`config.mk`:
```
export PLATFORM = sky130hd
export DESIGN_NAME = inst_type_stage
export DESIGN_NICKNAME = d
export VERILOG_FILES = /design/src/rtl/inst_type_stage_pkg.sv /design/src/rtl/inst_type_stage_class_lane.sv /design/src/rtl/inst_type_stage.sv
export SDC_FILE = /design/constraint.sdc
export NUM_CORES = 1
export LEC_CHECK = 0
export CAP_MARGIN = 25
export CORE_MARGIN = 3
export CORE_UTILIZATION = 54
export DETAILED_ROUTE_END_ITERATION = 10
export PLACE_DENSITY = 0.78
export SYNTH_ARGS = -nofsm -noshare
export SYNTH_HDL_FRONTEND = slang
export SYNTH_HIERARCHICAL = 1
export SYNTH_SLANG_ARGS = --single-unit
```
`constraint.sdc`:
```
create_clock -name clk -period 6.65 [get_ports clk]
set_input_delay 1.33 -clock clk [delete_from_list [all_inputs] [get_ports clk]]
set_output_delay 1.33 -clock clk [all_outputs]
set_load 0.005 [all_outputs]
```
`src/rtl/inst_type_stage_pkg.sv`:
```
// Shared TSC opcode/function encodings, instruction-type codes and skid-buffer states
// for the registered multi-lane instruction-type stage.
package inst_type_stage_pkg;

  localparam logic [3:0] OPCODE_BNE   = 4'd0;
  localparam logic [3:0] OPCODE_BEQ   = 4'd1;
  localparam logic [3:0] OPCODE_BGZ   = 4'd2;
  localparam logic [3:0] OPCODE_BLZ   = 4'd3;
  localparam logic [3:0] OPCODE_ADI   = 4'd4;
  localparam logic [3:0] OPCODE_ORI   = 4'd5;
  localparam logic [3:0] OPCODE_LHI   = 4'd6;
  localparam logic [3:0] OPCODE_LWD   = 4'd7;
  localparam logic [3:0] OPCODE_SWD   = 4'd8;
  localparam logic [3:0] OPCODE_JMP   = 4'd9;
  localparam logic [3:0] OPCODE_JAL   = 4'd10;
  localparam logic [3:0] OPCODE_RTYPE = 4'd15;

  localparam logic [5:0] FUNC_JPR = 6'd25;
  localparam logic [5:0] FUNC_JRL = 6'd26;
  localparam logic [5:0] FUNC_WWD = 6'd28;
  localparam logic [5:0] FUNC_HLT = 6'd29;
  localparam logic [5:0] FUNC_NOP = 6'b111111;

  localparam logic [2:0] INSTTYPE_RTYPE  = 3'd0;
  localparam logic [2:0] INSTTYPE_LOAD   = 3'd1;
  localparam logic [2:0] INSTTYPE_STORE  = 3'd2;
  localparam logic [2:0] INSTTYPE_BRANCH = 3'd3;
  localparam logic [2:0] INSTTYPE_JUMP   = 3'd4;
  localparam logic [2:0] INSTTYPE_OUTPUT = 3'd5;
  localparam logic [2:0] INSTTYPE_NOP    = 3'd6;
  localparam logic [2:0] INSTTYPE_HALT   = 3'd7;

  localparam int NUM_TYPES = 8;

  typedef enum logic [1:0] {
    SKID_EMPTY = 2'd0,
    SKID_ONE   = 2'd1,
    SKID_TWO   = 2'd2
  } skid_state_e;

endpackage

```
`src/rtl/inst_type_stage_class_lane.sv`:
```
// Combinational classifier for one instruction lane; an empty lane always reads as NOP
// so it can never be mistaken for a countable or halting instruction.
module inst_class_lane
  import inst_type_stage_pkg::*;
#(
  parameter bit HALT_MODE = 1'b1
) (
  input  logic [3:0] opcode,
  input  logic [5:0] func,
  input  logic       lane_valid,
  output logic [2:0] inst_type
);

  always_comb begin
    inst_type = INSTTYPE_NOP;
    if (lane_valid) begin
      case (opcode)
        OPCODE_RTYPE: begin
          case (func)
            FUNC_JPR, FUNC_JRL: inst_type = INSTTYPE_JUMP;
            FUNC_WWD:           inst_type = INSTTYPE_OUTPUT;
            FUNC_NOP:           inst_type = INSTTYPE_NOP;
            FUNC_HLT:           inst_type = HALT_MODE ? INSTTYPE_HALT : INSTTYPE_RTYPE;
            default:            inst_type = INSTTYPE_RTYPE;
          endcase
        end
        OPCODE_ADI, OPCODE_ORI:                         inst_type = INSTTYPE_RTYPE;
        OPCODE_LHI, OPCODE_LWD:                         inst_type = INSTTYPE_LOAD;
        OPCODE_SWD:                                     inst_type = INSTTYPE_STORE;
        OPCODE_BNE, OPCODE_BEQ, OPCODE_BGZ, OPCODE_BLZ: inst_type = INSTTYPE_BRANCH;
        OPCODE_JMP, OPCODE_JAL:                         inst_type = INSTTYPE_JUMP;
        default:                                        inst_type = INSTTYPE_NOP;
      endcase
    end
  end

endmodule

```
`src/rtl/inst_type_stage.sv`:
```
// Registered multi-lane instruction-type stage: classifies each accepted bundle, squashes
// lanes younger than a HALT, buffers through a two-entry skid buffer and profiles retired types.
module inst_type_stage
  import inst_type_stage_pkg::*;
#(
  parameter int LANES     = 2,
  parameter int WORD_W    = 16,
  parameter int CNT_W     = 16,
  parameter bit HALT_MODE = 1'b1
) (
  input  logic                      clk,
  input  logic                      reset,
  input  logic                      in_valid,
  output logic                      in_ready,
  input  logic [LANES*WORD_W-1:0]   in_inst,
  input  logic [LANES-1:0]          in_lane_valid,
  output logic                      out_valid,
  input  logic                      out_ready,
  output logic [LANES*WORD_W-1:0]   out_inst,
  output logic [LANES*3-1:0]        out_type,
  output logic [LANES-1:0]          out_lane_valid,
  output logic                      halted,
  input  logic [2:0]                cnt_sel,
  input  logic                      cnt_clear,
  output logic [CNT_W-1:0]          cnt_value
);

  skid_state_e               state_q, state_d;
  logic                      in_ready_q, in_ready_d;
  logic                      out_valid_q, out_valid_d;
  logic                      halted_q, halted_d;
  logic [LANES*WORD_W-1:0]   main_inst_q, main_inst_d, skid_inst_q, skid_inst_d;
  logic [LANES*3-1:0]        main_type_q, main_type_d, skid_type_q, skid_type_d;
  logic [LANES-1:0]          main_lv_q, main_lv_d, skid_lv_q, skid_lv_d;
  logic [CNT_W-1:0]          cnt_q [NUM_TYPES];
  logic [CNT_W-1:0]          cnt_d [NUM_TYPES];

  logic [LANES*3-1:0]        raw_type, new_type;
  logic [LANES-1:0]          new_lv;
  logic                      new_has_halt;
  logic                      accept, drain;
  logic [2:0]                lane_cnt;
  logic [CNT_W+2:0]          cnt_sum;

  assign accept = in_valid & in_ready_q;
  assign drain  = out_valid_q & out_ready;

  for (genvar i = 0; i < LANES; i++) begin : g_lane
    inst_class_lane #(
      .HALT_MODE(HALT_MODE)
    ) u_class (
      .opcode    (in_inst[i*WORD_W + WORD_W - 4 +: 4]),
      .func      (in_inst[i*WORD_W +: 6]),
      .lane_valid(in_lane_valid[i]),
      .inst_type (raw_type[i*3 +: 3])
    );
  end

  // Everything younger than the oldest valid HALT is dropped before it can retire.
  always_comb begin
    new_type     = raw_type;
    new_lv       = in_lane_valid;
    new_has_halt = 1'b0;
    for (int i = 0; i < LANES; i++) begin
      if (new_has_halt) begin
        new_lv[i]          = 1'b0;
        new_type[i*3 +: 3] = INSTTYPE_NOP;
      end else if (in_lane_valid[i] && raw_type[i*3 +: 3] == INSTTYPE_HALT) begin
        new_has_halt = 1'b1;
      end
    end
  end

  always_comb begin
    state_d     = state_q;
    main_inst_d = main_inst_q;
    main_type_d = main_type_q;
    main_lv_d   = main_lv_q;
    skid_inst_d = skid_inst_q;
    skid_type_d = skid_type_q;
    skid_lv_d   = skid_lv_q;
    case (state_q)
      SKID_EMPTY: begin
        if (accept) begin
          main_inst_d = in_inst;
          main_type_d = new_type;
          main_lv_d   = new_lv;
          state_d     = SKID_ONE;
        end
      end
      SKID_ONE: begin
        if (accept && drain) begin
          main_inst_d = in_inst;
          main_type_d = new_type;
          main_lv_d   = new_lv;
        end else if (accept) begin
          skid_inst_d = in_inst;
          skid_type_d = new_type;
          skid_lv_d   = new_lv;
          state_d     = SKID_TWO;
        end else if (drain) begin
          state_d = SKID_EMPTY;
        end
      end
      SKID_TWO: begin
        if (drain) begin
          main_inst_d = skid_inst_q;
          main_type_d = skid_type_q;
          main_lv_d   = skid_lv_q;
          state_d     = SKID_ONE;
        end
      end
      default: state_d = SKID_EMPTY;
    endcase
    halted_d    = halted_q | (accept & new_has_halt);
    in_ready_d  = !halted_d && (state_d != SKID_TWO);
    out_valid_d = (state_d != SKID_EMPTY);
  end

  // Retire profiling: widened sum so a multi-lane increment can be clamped, clear dominates.
  always_comb begin
    lane_cnt = '0;
    cnt_sum  = '0;
    for (int t = 0; t < NUM_TYPES; t++) begin
      cnt_d[t] = cnt_q[t];
      lane_cnt = '0;
      for (int i = 0; i < LANES; i++) begin
        if (main_lv_q[i] && main_type_q[i*3 +: 3] == 3'(t)) lane_cnt = lane_cnt + 3'd1;
      end
      cnt_sum = {3'b000, cnt_q[t]} + {{CNT_W{1'b0}}, lane_cnt};
      if (cnt_clear) begin
        cnt_d[t] = '0;
      end else if (drain) begin
        cnt_d[t] = (|cnt_sum[CNT_W+2:CNT_W]) ? {CNT_W{1'b1}} : cnt_sum[CNT_W-1:0];
      end
    end
  end

  always_ff @(posedge clk or posedge reset) begin
    if (reset) begin
      state_q     <= SKID_EMPTY;
      in_ready_q  <= 1'b1;
      out_valid_q <= 1'b0;
      halted_q    <= 1'b0;
      main_inst_q <= '0;
      main_type_q <= '0;
      main_lv_q   <= '0;
      skid_inst_q <= '0;
      skid_type_q <= '0;
      skid_lv_q   <= '0;
      for (int t = 0; t < NUM_TYPES; t++) cnt_q[t] <= '0;
    end else begin
      state_q     <= state_d;
      in_ready_q  <= in_ready_d;
      out_valid_q <= out_valid_d;
      halted_q    <= halted_d;
      main_inst_q <= main_inst_d;
      main_type_q <= main_type_d;
      main_lv_q   <= main_lv_d;
      skid_inst_q <= skid_inst_d;
      skid_type_q <= skid_type_d;
      skid_lv_q   <= skid_lv_d;
      for (int t = 0; t < NUM_TYPES; t++) cnt_q[t] <= cnt_d[t];
    end
  end

  assign in_ready       = in_ready_q;
  assign out_valid      = out_valid_q;
  assign out_inst       = main_inst_q;
  assign out_type       = main_type_q;
  assign out_lane_valid = main_lv_q;
  assign halted         = halted_q;
  assign cnt_value      = cnt_q[cnt_sel];

endmodule

```
==> results of run 1 <==
==> logic make-up after synthesis <==
logic type | after synthesis
adder cells (fa/ha/maj) | 32
AND/OR/NAND/NOR | 540
buffers and inverters | 128
flip-flops | 213
AO/OA/AOI/OAI | 290
XOR/XNOR | 5
multiplexers | 96
==> routing by layer <==
metal / wire (um) / up-vias / track usage (%)
li1: - / 5046 / -
met1: 14400 / 5397 / 37.95
met2: 16020 / 458 / 43.98
met3: 3269 / 89 / 7.475
met4: 1375 / 2 / 9.709
met5: 11 / - / 0
==> per-stage QoR <==
| step | setup WS (ns) | utilization (%) | instance area [um^2] | total power, mW |
|---|---|---|---|---|
| 5_1_grt | 1.753 | 64.61 | 14720 | 4.684 |
| 2_1_floorplan | 2.551 | - | 12590 | 2.454 |
| 3_3_place_gp | 1.854 | 60.44 | 13770 | 2.935 |
| 4_1_cts | 1.798 | 64.22 | 14630 | 4.449 |
| 3_5_place_dp | 1.812 | 60.44 | 13770 | 2.982 |
| 6_report | 1.803 | 64.61 | 14720 | 4.427 |
==> synth_stat cells (18+ instances only) <==
cell type / n / area share, %
dfrtp_1: 212 / 42
nor2_1: 136 / 4.1
nand2_1: 122 / 3.6
a21oi_1: 74 / 2.9
nor3_1: 69 / 2.7
a31oi_1: 67 / 3.3
mux2_2: 56 / 5.0
inv_1: 52 / 1.6
clkbuf_1: 50 / 1.5
a211oi_1: 42 / 2.5
nand3_1: 39 / 1.6
o21ai_0: 36 / 1.4
mux4_2: 32 / 5.7
ha_1: 24 / 2.4
buf_2: 22 / 0.87
nand4_1: 22 / 1.1
a311oi_1: 20 / 1.4
and4_1: 18 / 1.3
nor4_1: 18 / 0.89
==> worst min path at each step <==
| stage | to | slack [ns] | depth (start not counted) |
|---|---|---|---|
| after floorplan | skid_lv_q[1] | 0.45 | 2 |
| after CTS | skid_type_q[3] | 0.49 | 2 |
| after global routing | skid_type_q[3] | 0.51 | 2 |
| after detailed placement | skid_lv_q[1] | 0.48 | 2 |
| final | skid_lv_q[1] | 0.49 | 2 |
| after global placement | skid_type_q[4] | 0.46 | 2 |
==> final cells by class <==
cell class | instances | area [um^2] | area share, %
multi-input cells | 963 | 6765 | 45.97
flip-flops and latches | 213 | 5331 | 36.23
repair buffers | 114 | 1164 | 7.907
clock buffers | 33 | 705.7 | 4.795
well taps | 313 | 391.6 | 2.661
inverters | 52 | 198.9 | 1.352
clock inverters | 10 | 155.1 | 1.054
diodes | 2 | 5.005 | 0.03401
==> tightest hold or removal path, stage by stage, from the launching register on <==
cell     delay (ns)
dfrtp_1        0.35
nand2_1        0.05
o21ai_0        0.06
==> report_power, final <==
part           switching [mW]  leakage [nW]  internal [mW]
sequential              0.215          2.76           1.58
combinational           0.587          2.57          0.592
clock                   0.557         0.420          0.895
==> sequential cells by signal, summed over array words and instances, names as in the netlist, 2 cells and up <==
signal and flops:
state_q 2, skid_type_q 6, cnt_q 128, out_type 6, skid_lv_q 2, out_lane_valid 2, out_inst 32, skid_inst_q 32
==> impl_metrics.csv, run 1 <==
group,metric,value,unit
logic_synthesis,synth_fp_nets,1378,
logic_synthesis,synth_edf_count,0,
clock_tree,hold_buffers,0,
placement,placedCellCount,1651,
floorplan,initial_core_util,55.28,%
job,drv_cap,0,
global_routing,overflow,0,
power_and_ir_drop,power_density,300.8,mW/mm^2
clock_tree,path_clk_slew,0.06,ns
sta,slew_headroom,36.35,%
clock_tree,clockBufferDepth,3,
sta,finalClockSkew,0.01883,ns
detailed_routing,drt_first_pass_iters,5,
setup_path,timing.critical_path.from_type,"input port",
setup_path,worstReg2RegStart,"out_type[0]",
logic_synthesis,synth_seq_cells,213,
placement,gp_congestion,0.9092,
logic_synthesis,syn-cell-area,0.01259,mm^2
floorplan,fp.dieW,158.7,um
clock_tree,cts.sinks,213,
detailed_routing,wl,35.07,mm
detailed_routing,viasPerCell,6.466,
clock_tree,cts_setup_buffers,0,
finish,nets,1443,
floorplan,fp.dieH,158.7,um
setup_path,r2r_end,"cnt_q[117]",
power_and_ir_drop,p_leak,5.749,nW
setup_path,slowest_stage,"mux4_2",
setup_path,worstPathCellList,"clkdlybuf4s50_1 -> buf_4 -> mux4_2 -> mux2_2 -> clkdlybuf4s50_1",
clock_tree,h-tree-depth,1,
logic_synthesis,synth_cells,1304,
logic_synthesis,async_flop_share,100.0,%
logic_synthesis,synthFlopType,"dfrtp_1",
setup_path,r2r_cells,10,
setup_path,crit_start,"cnt_sel[1]",
logic_synthesis,muxShareOfSynthArea,11.38,%
sta,fmaxAchievable,0.2063,GHz
finish,final_layout_size_suffix_gt1_share,12.71,%
logic_synthesis,synth_compound_gate_area_share,15.07,%
floorplan,coreArea,0.02278,mm^2
finish,final_cells,1700,
floorplan,die-area,0.02518,mm^2
setup_path,endpoint_kind,"output port",
sta,worst_hold_slack,0.4885,ns
setup_path,crit_family,"buffers and inverters",
logic_synthesis,synthSimpleGateAreaFrac,23.14,%
setup_path,crit_path_end,"cnt_value[0]",
detailed_routing,drc,0,
global_routing,track_usage,28.05,%
global_routing,grt_pass1_vias,10630,
detailed_routing,drtIter0Drc,1150,
logic_synthesis,synth_top_family_by_area,"simple AND/OR/NAND/NOR gates",
placement,hpwl,23.70,mm
logic_synthesis,yosysSeqAreaShare,42.34,%
setup_path,path_depth,5,
worst_hold_path,hold_path_startpoint,"skid_lv_q[1]",
setup_path,crit_buf_inv,3,
sta,setup_violations,0,
floorplan,ioPinCount,101,
run_status,status,"completed",
setup_path,cp_slowest_stage_delay,0.55,ns
placement,numPortBuffers,100,
clock_tree,cts_buffers,25,
setup_path,crit_type,"in2out",
sta,final-hold-violation-count,0,
global_routing,antenna_found_initial,3,
power_and_ir_drop,ir_worst_vdd,278.6,uV
setup_path,crit_required,5.32,ns
sta,period_minus_slack,4.847,ns
clock_tree,ctsResizeCount,0,
detailed_routing,wl_per_cell,20.63,um
sta,slew_viol_final,0,
clock_tree,cts_root_buf,"clkbuf_16",
clock_tree,clock_latency,0.53,ns
sta,final.setup.tns,0,ns
setup_path,cp.arrival,3.52,ns
detailed_routing,ant_nets,0,
finish,layout_commonest_cell,"dfrtp_1",
logic_synthesis,ys_types,72,
logic_synthesis,avgSynthCellArea,9.656,um^2
global_routing,grt_start_max_net_pins,121,
clock_tree,cts_tree,"yes",
floorplan,rows,55,
sta,period_share,72.88,%
logic_synthesis,synth-adder-area-share,3.657,%
finish,syn2layout_area_growth,16.88,%
setup_path,regToRegSetupSlack,3.34,ns
finish,fill_cells,1848,
logic_synthesis,synth_xor_area_share,0.3478,%
sta,rsz0062_at_grt,"false",
setup_path,worstPathMaxFanout,32,
detailed_routing,vias,10990,
worst_hold_path,worstHoldPathType,"reg2reg",
sta,worst_pin_slew,0.9548,ns
global_routing,grt_pass1_wl,56.82,mm
logic_synthesis,yosys_warnings,6,
setup_path,path_common_cell,"clkdlybuf4s50_1",
finish,final_cell_mix,"212 x dfrtp_1, 136 x nor2_1, 121 x nand2_1",
Power figures use the tool's default switching activity.
==> run 2, diff against run 1 <==
Settings changed: CORE_UTILIZATION 54 to 55, PLACE_DENSITY 0.78 to 0.76.
Clock period 6.65 ns to 4.75 ns, I/O delays scaled along.
==> run 2 against run 1 <==
  * Critical path depth unchanged
  * Wire length decreased by 2.3%
  * Cell area decreased by 0.19%
  * Critical path type unchanged
==> impl_metrics.csv, run 2 (synthesis results as in run 1) <==
group,metric,value,unit
clock_tree,cts_root_buf,"clkbuf_16",
clock_tree,cts_buffers,25,
finish,syn2layout_area_growth,16.67,%
sta,rsz0062_at_grt,"false",
setup_path,worstPathMaxFanout,30,
floorplan,die-area,0.02474,mm^2
setup_path,timing.critical_path.from_type,"input port",
detailed_routing,vias,11000,
detailed_routing,drtIter0Drc,1119,
worst_hold_path,worstHoldPathType,"reg2reg",
setup_path,crit_type,"in2out",
placement,hpwl,23.55,mm
sta,period_minus_slack,3.993,ns
detailed_routing,wl_per_cell,20.55,um
sta,final-hold-violation-count,0,
sta,finalClockSkew,0.01033,ns
sta,worst_pin_slew,0.9991,ns
setup_path,path_common_cell,"clkdlybuf4s50_1",
setup_path,crit_required,3.80,ns
job,drv_cap,0,
clock_tree,cts_tree,"yes",
sta,fmaxAchievable,0.2504,GHz
floorplan,initial_core_util,56.81,%
floorplan,fp.dieH,157.3,um
setup_path,r2r_cells,10,
power_and_ir_drop,p_leak,5.749,nW
floorplan,rows,54,
placement,numPortBuffers,100,
finish,layout_commonest_cell,"dfrtp_1",
global_routing,overflow,0,
detailed_routing,drc,0,
global_routing,grt_start_max_net_pins,97,
finish,fill_cells,1774,
finish,nets,1442,
setup_path,path_depth,5,
placement,gp_congestion,0.8885,
global_routing,grt_pass1_vias,10350,
finish,top_register,"cnt_q",
detailed_routing,ant_nets,0,
setup_path,cp.arrival,3.04,ns
clock_tree,hold_buffers,0,
worst_hold_path,worstHoldPathCells,2,
detailed_routing,drt_first_pass_iters,8,
run_status,status,"completed",
finish,insertedDiodeCount,0,
setup_path,cp_slowest_stage_delay,0.55,ns
detailed_routing,wl,34.26,mm
floorplan,coreArea,0.02216,mm^2
clock_tree,clockBufferDepth,3,
finish,final_layout_size_suffix_gt1_share,12.47,%
setup_path,endpoint_kind,"output port",
floorplan,ioPinCount,101,
setup_path,crit_family,"buffers and inverters",
sta,period_share,84.06,%
sta,slew_headroom,33.32,%
power_and_ir_drop,ir_worst_vdd,336.8,uV
setup_path,slowest_stage,"clkdlybuf4s50_1",
sta,setup_violations,0,
clock_tree,path_clk_slew,0.05,ns
clock_tree,h-tree-depth,1,
sta,final.setup.tns,0,ns
global_routing,grt_pass1_wl,55.14,mm
clock_tree,cts_setup_buffers,0,
clock_tree,ctsResizeCount,0,
finish,seq_area,0.005331,mm^2
sta,slew_viol_final,0,
finish,multiInputGateArea,0.006765,mm^2
setup_path,worstPathCellList,"clkdlybuf4s50_1 -> buf_4 -> mux4_2 -> mux2_2 -> clkdlybuf4s50_1",
clock_tree,clock_latency,0.53,ns
global_routing,track_usage,27.58,%
floorplan,fp.dieW,157.3,um
finish,design_area,0.01469,mm^2
finish,largest_reg_flops,128,
placement,place_area,0.01380,mm^2
power_and_ir_drop,power_density,424.0,mW/mm^2
setup_path,crit_buf_inv,3,
clock_tree,cts.sinks,213,
detailed_routing,viasPerCell,6.600,
finish,final_cell_mix,"212 x dfrtp_1, 136 x nor2_1, 121 x nand2_1",
global_routing,antenna_found_initial,1,
[run 2: power breakdown]
group | internal, mW | switching (mW) | total, mW | leakage (nW)
logic | 0.838 | 0.834 | 1.67 | 2.57
registers | 2.21 | 0.296 | 2.51 | 2.76
clock network | 1.26 | 0.786 | 2.05 | 0.420
total | 4.31 | 1.92 | 6.23 | 5.75
[run 2: metal layers]
layer / vias up / track usage, % / part of all wire [%]
met1: 5340 / 37.96 / 42
li1: 5048 / - / -
met3: 110 / 6.709 / 9.1
met5: - / 0 / 0.026
met2: 503 / 42.35 / 44
met4: 2 / 11.07 / 4.7
[run 2: worst reg2reg max path, delay by kind of cell (launching register included)]
kind / cells / cell delay, ns
adders and majority gates: 3 / 0.86
buffers and inverters: 1 / 0.05
AOI/OAI and AO/OA: 1 / 0.40
DFF: 1 / 0.45
and+or+nand+nor: 5 / 1.52
[run 2: worst paths after layout]
| check | start | endpoint | slack, ns |
|---|---|---|---|
| worst max-delay path | cnt_sel[1] | cnt_value[9] | 0.76 |
| worst min-delay path | skid_type_q[4] | skid_type_q[4] | 0.48 |
| worst max register to register | out_type[1] | cnt_q[33] | 1.36 |
| worst min register to register | skid_type_q[4] | skid_type_q[4] | 0.48 |
| max in group asynchronous | reset | cnt_q[100] | 2.82 |
| min in group asynchronous | reset | out_inst[25] | 0.93 |
[run 2: per-stage QoR]
step | util, % | hold WS, ns | setup slack [ns] | cells | power, mW
after floorplan | - | 0.4497 | 1.031 | 1304 | 3.436
after global placement | 62.29 | 0.4627 | 0.8182 | 1620 | 4.142
after detailed placement | 62.29 | 0.4660 | 0.7514 | 1620 | 4.206
after CTS | 66.19 | 0.4837 | 0.7496 | 1666 | 6.271
after global routing | 66.28 | 0.5110 | 0.6693 | 1667 | 6.588
final | 66.28 | 0.4806 | 0.7569 | 1667 | 6.228
[run 2: cell type report]
type                            instances  area share, %
Inverter                               52          1.354
Tap cell                              280          2.385
Clock buffer                           34          4.557
Sequential cell                       213          36.29
Multi-Input combinational cell        963          46.06
Clock inverter                         12          1.329
Timing Repair Buffer                  113          8.024
==> run 3, diff against run 2 <==
Clock period 4.75 ns to 4.2 ns, I/O delays scaled along.
==> run 3 against run 2 <==
  * Sequential power up 13%
  * Hold slack better by 0.0026 ns
  * Final cell count up 0.12%
  * Combinational power up 14%
  * Via count about the same
  * Highest routed layer unchanged
  * Clock power grew 17%
  * Non-clock buffer count is 2 higher
  * Clock skew is 0.0046 ns higher
  * Sequential cell count unchanged
  * Wire length is 2.9% higher
  * Critical path depth is the same
  * Worst setup slack worse by 0.36 ns
==> impl_metrics.csv, run 3 (synthesis results as in run 1) <==
group,metric,value,unit
detailed_routing,wl,35.26,mm
global_routing,grt_use_met1,38.60,%
worst_hold_path,worstHoldPathCells,2,
finish,final_cells,1669,
power_and_ir_drop,ir_worst_vdd,377.3,uV
floorplan,ioPinCount,101,
sta,slew_viol_final,0,
clock_tree,cts_setup_buffers,0,
power_and_ir_drop,power_density,484.9,mW/mm^2
placement,gp_congestion,0.9129,
clock_tree,hold_buffers,0,
clock_tree,path_clk_slew,0.06,ns
sta,finalClockSkew,0.01489,ns
setup_path,worstPathMaxFanout,30,
sta,period_minus_slack,3.808,ns
placement,placedCellCount,1623,
global_routing,use_met2,45.52,%
detailed_routing,drt_first_pass_iters,5,
floorplan,initial_core_util,56.81,%
setup_path,crit_buf_inv,3,
setup_path,path_depth,5,
detailed_routing,viasPerCell,6.591,
clock_tree,cts_buffers,25,
finish,nets,1444,
finish,insertedDiodeCount,0,
setup_path,cp_slowest_stage_delay,0.56,ns
setup_path,worstPathCellList,"clkdlybuf4s50_1 -> buf_4 -> mux4_2 -> mux2_2 -> clkdlybuf4s50_1",
sta,slew_headroom,35.59,%
global_routing,grt_busiest_layer,"met2",
setup_path,r2r_cells,10,
detailed_routing,drtIter0Drc,813,
clock_tree,h-tree-depth,1,
setup_path,worstReg2RegStart,"out_type[5]",
setup_path,crit_type,"in2out",
global_routing,use_met3,7.011,%
run_status,status,"completed",
sta,final-hold-violation-count,0,
global_routing,track_usage,28.78,%
global_routing,antenna_found_initial,1,
setup_path,timing.critical_path.from_type,"input port",
worst_hold_path,hold_path_startpoint,"skid_type_q[3]",
clock_tree,cts.sinks,213,
sta,worst_pin_slew,0.9651,ns
clock_tree,cts_root_buf,"clkbuf_16",
sta,period_share,90.66,%
setup_path,crit_required,3.36,ns
global_routing,grt_start_max_net_pins,93,
finish,top_register,"cnt_q",
setup_path,slowest_stage,"clkdlybuf4s50_1",
global_routing,grt_pass1_wl,57.47,mm
setup_path,path_common_cell,"clkdlybuf4s50_1",
setup_path,crit_start,"cnt_sel[1]",
global_routing,grt_pass1_vias,10650,
sta,rsz0062_at_grt,"false",
placement,hpwl,24.00,mm
detailed_routing,ant_nets,0,
floorplan,fp.dieW,157.3,um
setup_path,cp.arrival,2.97,ns
finish,final_layout_size_suffix_gt1_share,12.89,%
power_and_ir_drop,p_leak,5.785,nW
worst_hold_path,worstHoldPathType,"reg2reg",
finish,final_cell_mix,"212 x dfrtp_1, 136 x nor2_1, 121 x nand2_1",
finish,layout_commonest_cell,"dfrtp_1",
sta,fmaxAchievable,0.2626,GHz
detailed_routing,wl_per_cell,21.12,um
finish,utilization,66.49,%
finish,syn2layout_area_growth,17.02,%
sta,setup_violations,0,
clock_tree,ctsResizeCount,0,
setup_path,regToRegSetupSlack,0.81,ns
sta,final.setup.tns,0,ns
clock_tree,clock_latency,0.54,ns
floorplan,coreArea,0.02216,mm^2
setup_path,crit_family,"buffers and inverters",
detailed_routing,vias,11000,
floorplan,die-area,0.02474,mm^2
floorplan,fp.dieH,157.3,um
clock_tree,clockBufferDepth,3,
placement,numPortBuffers,100,
detailed_routing,drc,0,
clock_tree,cts_tree,"yes",
setup_path,endpoint_kind,"output port",
finish,largest_reg_flops,128,
floorplan,rows,54,
job,drv_cap,0,
global_routing,overflow,0,
==> run 3: changes by cell type in the layout (fill, tap and decap cells not counted), sizes merged <==
| cell | change |
|---|---|
| clkbuf | +1 |
| buf | +2 |
| clkinvlp | -1 |
==> run 3: path summary, 6_finish.rpt <==
kind | to
min in group asynchronous | cnt_q[5]
max in group asynchronous | out_inst[6]
min reg2reg | skid_type_q[3]
max | cnt_value[3]
max reg2reg | cnt_q[74]
min | skid_type_q[3]
==> run 3: through the flow <==
stage / total power [mW] / setup WS [ns] / hold slack (ns) / instance area (um^2)
global route: 7.531 / 0.3405 / 0.5128 / 14730
finish: 7.145 / 0.3922 / 0.4832 / 14730
floorplan: 3.886 / 0.5906 / 0.4497 / 12590
CTS: 7.178 / 0.4318 / 0.4834 / 14730
global placement: 4.681 / 0.4875 / 0.4622 / 13830
detailed placement: 4.761 / 0.4401 / 0.4700 / 13830
==> run 3: where the power goes <==
group          switching [mW]  total [mW]  internal [mW]
Combinational           0.957        1.90          0.946
Clock                   0.895        2.40           1.50
Sequential              0.340        2.84           2.50
==> run 3: worst register-to-register path, cell delays in order (launching register included) <==
cell and delay (ns):
dfrtp_1 0.42, nand2b_1 0.22, nor2_1 0.27, ha_1 0.18
ha_1 0.16, inv_1 0.06, fa_1 0.43, and4b_1 0.37
nand4_1 0.53, and4_1 0.45, a211oi_1 0.22
==> run 3: layout make-up <==
class / instances / area (um^2)
fill: 1769 / 7427
tap: 280 / 350.3
inverter: 52 / 198.9
clock buffer: 35 / 723.2
sequential: 213 / 5331
multi-input combinational: 963 / 6765
clock inverter: 11 / 183.9
timing repair buffer: 115 / 1181
==> run 3: per-layer routing <==
metal	vias to the layer above	wire length, um
met1	5407	14570
met4	2	1459
met2	458	16130
met5	-	9
met3	88	3093
li1	5046	-
